**src/rtl/demux_deserializer.sv**
```systemverilog
// demux_deserializer: per-channel LSB-first deserializer behind a 1-to-4 demux, round-robin valid/ready output.
// Define DEMUX_CHECK_EN to drop bits whose non-selected demux lines are active and raise sticky err_o.
module demux_deserializer #(
    parameter int WIDTH = 8
) (
    input  logic             clk_i,
    input  logic             rst_n_i,
    input  logic             in_valid_i,
    input  logic [1:0]       sel_i,
    input  logic [3:0]       a_i,
    output logic             out_valid_o,
    input  logic             out_ready_i,
    output logic [1:0]       out_ch_o,
    output logic [WIDTH-1:0] out_data_o,
    output logic [3:0]       overflow_o,
    output logic             err_o
);
    localparam int CW = $clog2(WIDTH);
    logic [WIDTH-1:0] sh_q [4];
    logic [WIDTH-1:0] sh_d [4];
    logic [WIDTH-1:0] hold_q [4];
    logic [WIDTH-1:0] hold_d [4];
    logic [CW-1:0]    cnt_q [4];
    logic [CW-1:0]    cnt_d [4];
    logic [3:0]       pend_q, pend_d, ovf_q, ovf_d, clr;
    logic [1:0]       rr_q, gnt, idx;
    logic             found, load, bad, acc, done;
    logic [WIDTH-1:0] word;
    logic             out_valid_q;
    logic [1:0]       out_ch_q;
    logic [WIDTH-1:0] out_data_q;
`ifdef DEMUX_CHECK_EN
    logic err_q;
    assign bad = in_valid_i & |(a_i & ~(4'b0001 << sel_i));
    always_ff @(posedge clk_i) err_q <= !rst_n_i ? 1'b0 : (err_q | bad);
    assign err_o = err_q;
`else
    assign bad = 1'b0;
    assign err_o = 1'b0;
`endif
    assign acc  = in_valid_i & ~bad;
    assign word = {a_i[sel_i], sh_q[sel_i][WIDTH-1:1]};
    assign done = acc && (cnt_q[sel_i] == CW'(WIDTH - 1));
    assign load = !out_valid_q || out_ready_i;
    // Round-robin search starts one past the last granted channel.
    always_comb begin
        gnt   = rr_q;
        found = 1'b0;
        idx   = rr_q;
        for (int k = 1; k <= 4; k++) begin
            idx = rr_q + 2'(k);
            if (!found && pend_q[idx]) begin
                gnt   = idx;
                found = 1'b1;
            end
        end
        clr = (load && found) ? (4'b0001 << gnt) : 4'b0000;
    end
    always_comb begin
        sh_d   = sh_q;
        cnt_d  = cnt_q;
        hold_d = hold_q;
        pend_d = pend_q & ~clr;
        ovf_d  = ovf_q;
        if (acc) begin
            sh_d[sel_i]  = word;
            cnt_d[sel_i] = done ? '0 : cnt_q[sel_i] + 1'b1;
            // A pend being drained this very cycle frees the hold slot for the new word.
            if (done && pend_q[sel_i] && !clr[sel_i]) begin
                ovf_d[sel_i] = 1'b1;
            end else if (done) begin
                hold_d[sel_i] = word;
                pend_d[sel_i] = 1'b1;
            end
        end
    end
    always_ff @(posedge clk_i) begin
        if (!rst_n_i) begin
            sh_q        <= '{default: '0};
            cnt_q       <= '{default: '0};
            hold_q      <= '{default: '0};
            pend_q      <= '0;
            ovf_q       <= '0;
            out_valid_q <= 1'b0;
            out_ch_q    <= '0;
            out_data_q  <= '0;
            rr_q        <= 2'd3;
        end else begin
            sh_q   <= sh_d;
            cnt_q  <= cnt_d;
            hold_q <= hold_d;
            pend_q <= pend_d;
            ovf_q  <= ovf_d;
            if (load) begin
                out_valid_q <= found;
                if (found) begin
                    out_ch_q   <= gnt;
                    out_data_q <= hold_q[gnt];
                    rr_q       <= gnt;
                end
            end
        end
    end
    assign out_valid_o = out_valid_q;
    assign out_ch_o    = out_ch_q;
    assign out_data_o  = out_data_q;
    assign overflow_o  = ovf_q;
endmodule

```
**config.mk**
```make
export PLATFORM = sky130hd
export DESIGN_NAME = demux_deserializer
export DESIGN_NICKNAME = d
export VERILOG_FILES = /design/src/rtl/demux_deserializer.sv
export SDC_FILE = /design/constraint.sdc
export NUM_CORES = 1
export LEC_CHECK = 0
export ABC_AREA = 1
export CAP_MARGIN = 20
export CELL_PAD_IN_SITES_DETAIL_PLACEMENT = 1
export CELL_PAD_IN_SITES_GLOBAL_PLACEMENT = 2
export CORE_MARGIN = 2
export CORE_UTILIZATION = 34
export DETAILED_ROUTE_END_ITERATION = 7
export MAX_ROUTING_LAYER = met4
export PLACE_DENSITY = 0.85
export SYNTH_ARGS = -nofsm -noshare
export SYNTH_HDL_FRONTEND = slang
export SYNTH_SLANG_ARGS = --single-unit
```
**constraint.sdc**
```tcl
create_clock -name clk_i -period 3.8 [get_ports clk_i]
set_input_delay 1.14 -clock clk_i [delete_from_list [all_inputs] [get_ports clk_i]]
set_output_delay 1.14 -clock clk_i [all_outputs]
set_load 0.03 [all_outputs]
```
==> impl_metrics.toml <==
[run_status]
status = "finished, final reports clean"

[clock_tree]
cts.sinks = 93
cts_hold_buf = 0
clk-insertion-delay-late_ns = 0.35
cts-resized-gates = 0
clkTransAtPathRegs_ns = 0.06
numCtsBuffers = 9
post_cts_buffers = 0
cts_tree = "done"
cts-root-buf = "clkbuf_16"
cts_buffer_depth = 2
htree_levels = 3

[flow_run]
drv_cap = 0

[drt]
drt-initial-drc-count = 180
wire_per_inst_microns = 15.4
post-route-drc-count = 0
viasPerCell = 4.98
drtPass1Iterations = 4
vias = 4512
wl_microns = 13900
ant_nets = 0

[final_layout]
ff_latch_area_sq_um = 1860
drive_above_1_share_pct = 9.78
finalNetCount = 734
syn_to_final_growth_pct = 15.3
diodes = 0
multi_input_area_sq_um = 2170
layout_commonest_cell = "inv_1"
layout_common_cells = "inv_1 (151), nand2_1 (126), dfxtp_1 (93)"
fill_cells = 1796

[power]
finalPower_mw = 2.71
p_leak_nw = 2.65
p_per_area_nw_per_um2 = 488
ir_drop_uv = 220

[die]
core_sq_um = 13900
die_y_microns = 123
rows = 43
initial_core_util_pct = 34.7
die_area_sq_um = 15200
dieWidth_microns = 123
io_pins = 26

[synth]
syn_nets = 717
ys_seq_area_share_pct = 38.6
synth_xor_xnor_area_share_pct = 0
synth_warnings = 0
ys_seq_elements = 93
yosysUniqueCellTypes = 33
synth_top_flop_cell = "dfxtp_1"
synth_area_sq_um = 4820
yosys.area_share.simple_pct = 26.8
synth.avg_cell_area_sq_um = 6.84
synth_top_family_by_area = "simple AND/OR/NAND/NOR gates"
synth_edf_count = 0
synth_cells = 705
synth_compound_area_share_pct = 17.6
synth_fa_ha_area_share_pct = 0.519
muxShareOfSynthArea_pct = 0
synth-async-reset-ratio_pct = 0

[worst_setup_path]
crit_path_end_kind = "flip-flop"
cp_data_arrival_time_ns = 3.69
critPathLaunchType = "primary input"
cp.required_ns = 4.09
cp_max_fo = 9
crit_type = "in2reg"

[sta]
relSlewSlack_pct = 47.4
fin_crit_sh_pct = 89.6
setup_tns_ns = 0
fmax_mhz = 294
hold_violations = 0
worst_pin_slew_ns = 0.787
maxSlewViolCount = 0
fin_skew_ns = 0.00919
rsz0062_at_grt = "no"
post-route-min-period_ns = 3.40
setup_viol = 0

[worst_hold_path]
hp-class = "reg2reg"

[placement]
port_buffers = 24
place_congestion = 0.848
dp_hpwl_microns = 9850

[grt]
grt_antenna_before_repair = 0
grt_overflow_total = 0
grtUsageTotal_pct = 20.5
first_global_vias = 4631
grt_max_degree = 64
grt_pass1_wl_microns = 23500
registers in the layout, indices dropped and copies added, names as in the netlist:
signal       cells
hold_q          32
sh_q            28
cnt_q           12
out_data_o       8
overflow_o       4
pend_q           4
out_ch_o         2
rr_q             2
out_valid_o      1
cell families (layout without fill, tap and decap cells):
group                      count (synthesis)  count (layout)
AOI/OAI and AO/OA                        140             140
other                                      1               1
adders and majority gates                  2               2
and+or+nand+nor                          271             271
buffers and inverters                    198             219
DFF                                       93              93
worst max-delay path, cell delays in order:
cell	delay [ns]
clkdlybuf4s50_1	0.50
inv_1	0.07
nand2_1	0.22
clkinv_1	0.14
nand2_1	0.11
nand3_1	0.09
ha_1	0.20
ha_1	0.20
nand2_1	0.14
nor2_1	0.07
nand2_1	0.08
inv_2	0.04
nand2_4	0.15
buf_12	0.14
nand3_4	0.13
nand2_1	0.11
inv_1	0.04
nor2_1	0.10
metal layers:
metal | up-vias | GRT usage (%) | routed length, microns
met5 | - | - | 0
met4 | 0 | 7.60 | 320
met3 | 20 | 3.23 | 354
met2 | 55 | 34.3 | 6770
li1 | 2268 | - | -
met1 | 2169 | 25.0 | 6480
stage by stage:
stage	setup WS, ns	util [%]	std cells	hold WS, ns	cell area [sq um]
after global placement	0.216	38.0	891	0.450	5270
after CTS	0.419	40.1	906	0.461	5560
after detailed placement	0.0620	38.0	891	0.451	5270
after floorplan	0.567	-	705	0.429	4820
after global routing	0.176	40.1	906	0.493	5560
final	0.395	40.1	906	0.457	5560
area by class of cell:
cell class	instances	area share (%)
Clock inverter	5	1.08
Multi-Input combinational cell	414	38.9
Tap cell	180	4.05
Sequential cell	93	33.5
Inverter	161	10.9
Timing Repair Buffer	43	7.47
Clock buffer	10	4.12
cells in the mapped netlist (all sizes together), types with 10 or more instances:
master / n / area, sq um
inv: 158 / 593
clkbuf: 18 / 67.6
nand3: 18 / 160
nand4: 34 / 213
dfxtp: 93 / 1860
nand2: 142 / 598
nor2: 76 / 313
a21oi: 34 / 170
o21ai: 51 / 259
o211ai: 19 / 143
o22ai: 10 / 62.6
buf: 19 / 123
where the power goes:
| part | internal [mW] | total [mW] | leakage [nW] | switching, mW |
|---|---|---|---|---|
| logic | 0.231 | 0.721 | 1.76 | 0.490 |
| clock network | 0.510 | 0.907 | 0.139 | 0.397 |
| registers | 1.04 | 1.08 | 0.756 | 0.0441 |
| total | 1.78 | 2.71 | 2.65 | 0.931 |
path summary, 6_finish.rpt:
path | slack [ns] | depth (start not counted) | to | from
max | 0.40 | 18 | hold_q[15]$_SDFFE_PN0P_ | sel_i[0]
min | 0.46 | 2 | cnt_q[1]$_SDFFE_PN0P_ | cnt_q[1]$_SDFFE_PN0P_
max reg2reg | 0.75 | 19 | hold_q[15]$_SDFFE_PN0P_ | rr_q[0]$_SDFFE_PN1P_
min reg2reg | 0.46 | 2 | cnt_q[1]$_SDFFE_PN0P_ | cnt_q[1]$_SDFFE_PN0P_
Note: power is estimated with default switching activity, not from simulation.
==> RTL change: new RTL, same flow settings <==
Add a define of `DEMUX_CHECK_EN`.
--- a/src/rtl/demux_deserializer.sv
+++ b/src/rtl/demux_deserializer.sv
@@ -2,2 +2,4 @@
 // Define DEMUX_CHECK_EN to drop bits whose non-selected demux lines are active and raise sticky err_o.
+`define DEMUX_CHECK_EN
+
 module demux_deserializer #(
Check against the original RTL: not equivalent (a bounded check fails within 4 cycles, from zero or initial values and one cycle with rst_n_i low).
==> RTL change against the unedited design <==
  * Wire length shrank 5.6%
  * Via count shrank 3.7%
  * Non-clock buffer count grew 8
  * Sequential cell count grew 1
  * Final area is the same
  * Critical endpoint is now hold_q[4]
  * Register-to-register slack gained 180 ps
  * Setup slack gained 10 ps
  * Area after synthesis shrank 2.9%
  * First-iteration DRC count shrank 22%
  * Maximum frequency grew 0.31%
Power is not compared: it rests on default switching activity, and its combinational part moved more than twofold at a synthesized area within 25%.
==> RTL change: results (changes against the unedited design) <==
Synth Area in Compound Gates = 19.0% (was 17.6%)
Highest net fanout along the worst path = 13 (was 9)
WP data arrival = 3680 ps (was 3690 ps)
Top cells by count, synth = 131 x nand2_1, 114 x inv_1, 94 x dfxtp_1 (was 151 x inv_1, 126 x nand2_1, 93 x dfxtp_1)
Routed len/inst = 15.0 um (was 15.4 um)
Sequential area share after synthesis = 40.2% (was 38.6%)
Post-DP HPWL = 9.15 mm (was 9.85 mm)
Drt first pass iters = 4 (unchanged)
LEAKAGE = 2.40 nW
Syn Area/Cell = 6.98 um^2 (was 6.84 um^2)
Post-CTS Setup Repair Bufs = 0 (unchanged)
Placed cell count = 860 (was 891)
Vias in the first global route = 4439 (was 4631)
Area share of fa/ha/maj cells after synthesis = 0.534% (was 0.519%)
Worst R2R Start = rr_q[0] (unchanged)
Critical Path Source = sel_i[1] (was sel_i[0])
Async SR Flop Fraction = 0% (unchanged)
Dpl cell area = 5240 um^2 (was 5270 um^2)
Synth Warn # = 0 (unchanged)
Top_reg_cell synth = dfxtp_1 (unchanged)
Worst skew pair latency = 350 ps (about the same)
Status = finished clean (unchanged)
Slew headroom = 45.4% (was 47.4%)
Unique masters post-synth = 31 (was 33)
Mux contribution to synthesized area = 0% (unchanged)
Largest net degree at the start of global routing = 50 (was 64)
# fillers = 1680 (was 1796)
Net Switching = 0.474 mW
Top cells by area, synth = dfxtp_1 40%, nand2_1 10%, inv_1 9.1% (was dfxtp_1 39%, inv_1 12%, nand2_1 9.8%)
Non-filler instance count after layout = 876 (was 906)
TritonCTS buffer count = 9 (unchanged)
CTS resizes = 0 (unchanged)
Global-route wire length before repair = 22.1 mm (was 23.5 mm)
H-tree levels = 3 (unchanged)
Initial antenna violation count = 0 (unchanged)
Share of cells above drive strength 1 = 11.0% (was 9.78%)
CTS Root Cell = clkbuf_16 (unchanged)
Layout Nets = 707 (was 734)
Clk_skew = 11.7 ps (was 9.19 ps)
Flop2flop setup slack = 930 ps (was 750 ps)
Synthesized Nets = 683 (was 717)
# diodes = 0 (unchanged)
R2R depth = 18 (was 19)
Total GRT Usage = 19.5% (was 20.5%)
I/O Buffers = 25 (was 24)
Reg-to-reg endpoint = hold_q[4] (was hold_q[15])
Via count = 4347 (was 4512)
First DRT Iteration DRCs = 141 (was 180)
Synth Area in XOR/XNOR = 0% (unchanged)
GPL Wtd Cong = 0.804 (was 0.848)
RTL change: cell count changes after synthesis, moves of 4 or more:
cell      change
nand3_2       -4
a21oi_1      +15
clkbuf_1      +8
o21ai_0      +11
o211ai_1     -10
inv_1        -37
nor2_1       -16
nand2_1       +5
RTL change: worst min path at each step:
stage | slack (ps) | to | start | depth (start not counted)
after global routing | 480 | err_o | err_o | 2
after global placement | 450 | err_o | err_o | 2
after detailed placement | 450 | err_o | err_o | 2
final | 460 | err_o | err_o | 2
after CTS | 460 | err_o | err_o | 2
after floorplan | 480 | hold_q[20] | hold_q[20] | 4
RTL change: cell type report:
type / instances / area (um^2) / area share [%]
Timing Repair Buffer: 51 / 515 / 9.27
Clock buffer: 10 / 239 / 4.30
Clock inverter: 6 / 85.1 / 1.53
Multi-Input combinational cell: 416 / 2160 / 38.8
Sequential cell: 94 / 1880 / 33.8
Tap cell: 176 / 220 / 3.96
Inverter: 123 / 464 / 8.35
RTL change: stage by stage:
stage	hold slack, ps	utilization (%)	setup WS [ps]
detailed placement	452	39.2	37.7
global route	483	41.7	98.2
finish	457	41.7	406
floorplan	483	-	576
global placement	447	39.2	54.0
CTS	463	41.7	388
RTL change: logic make-up (layout without fill, tap and decap cells):
logic type	Yosys count	in the layout
AND/OR/NAND/NOR	258	258
buffers and inverters	161	190
AO/OA/AOI/OAI	156	156
flip-flops	94	94
adder cells (fa/ha/maj)	2	2
RTL change: power by group through the flow:
stage	Combinational (mW)	Clock, mW	Sequential, mW
6_report	0.107	0.992	0.997
4_1_cts	0.108	1.02	0.997
2_1_floorplan	0.0598	0	1.02
3_5_place_dp	0.108	0	1.02
5_1_grt	0.119	1.05	0.997
3_3_place_gp	0.106	0	1.02
RTL change: metal layers:
metal / vias up / share of wire (%) / track usage (%)
li1: 2209 / - / -
met1: 2085 / 49 / 24.5
met2: 36 / 47 / 32.2
met3: 17 / 1.9 / 2.63
met4: 0 / 1.8 / 6.75
met5: - / 0 / -
RTL change: worst max-delay path, cell delays in order:
cell             delay [ps]
clkdlybuf4s50_1         510
inv_2                    50
nand2_1                  70
inv_1                    60
a22oi_1                 130
inv_1                    60
a221oi_1                270
inv_1                    80
ha_1                    190
ha_1                    190
nand2_1                  80
nor2_1                   50
nand2_1                  80
inv_2                    50
nand2_4                 200
nand3_4                 220
nand2_1                 110
inv_1                    40
nor2_1                  100
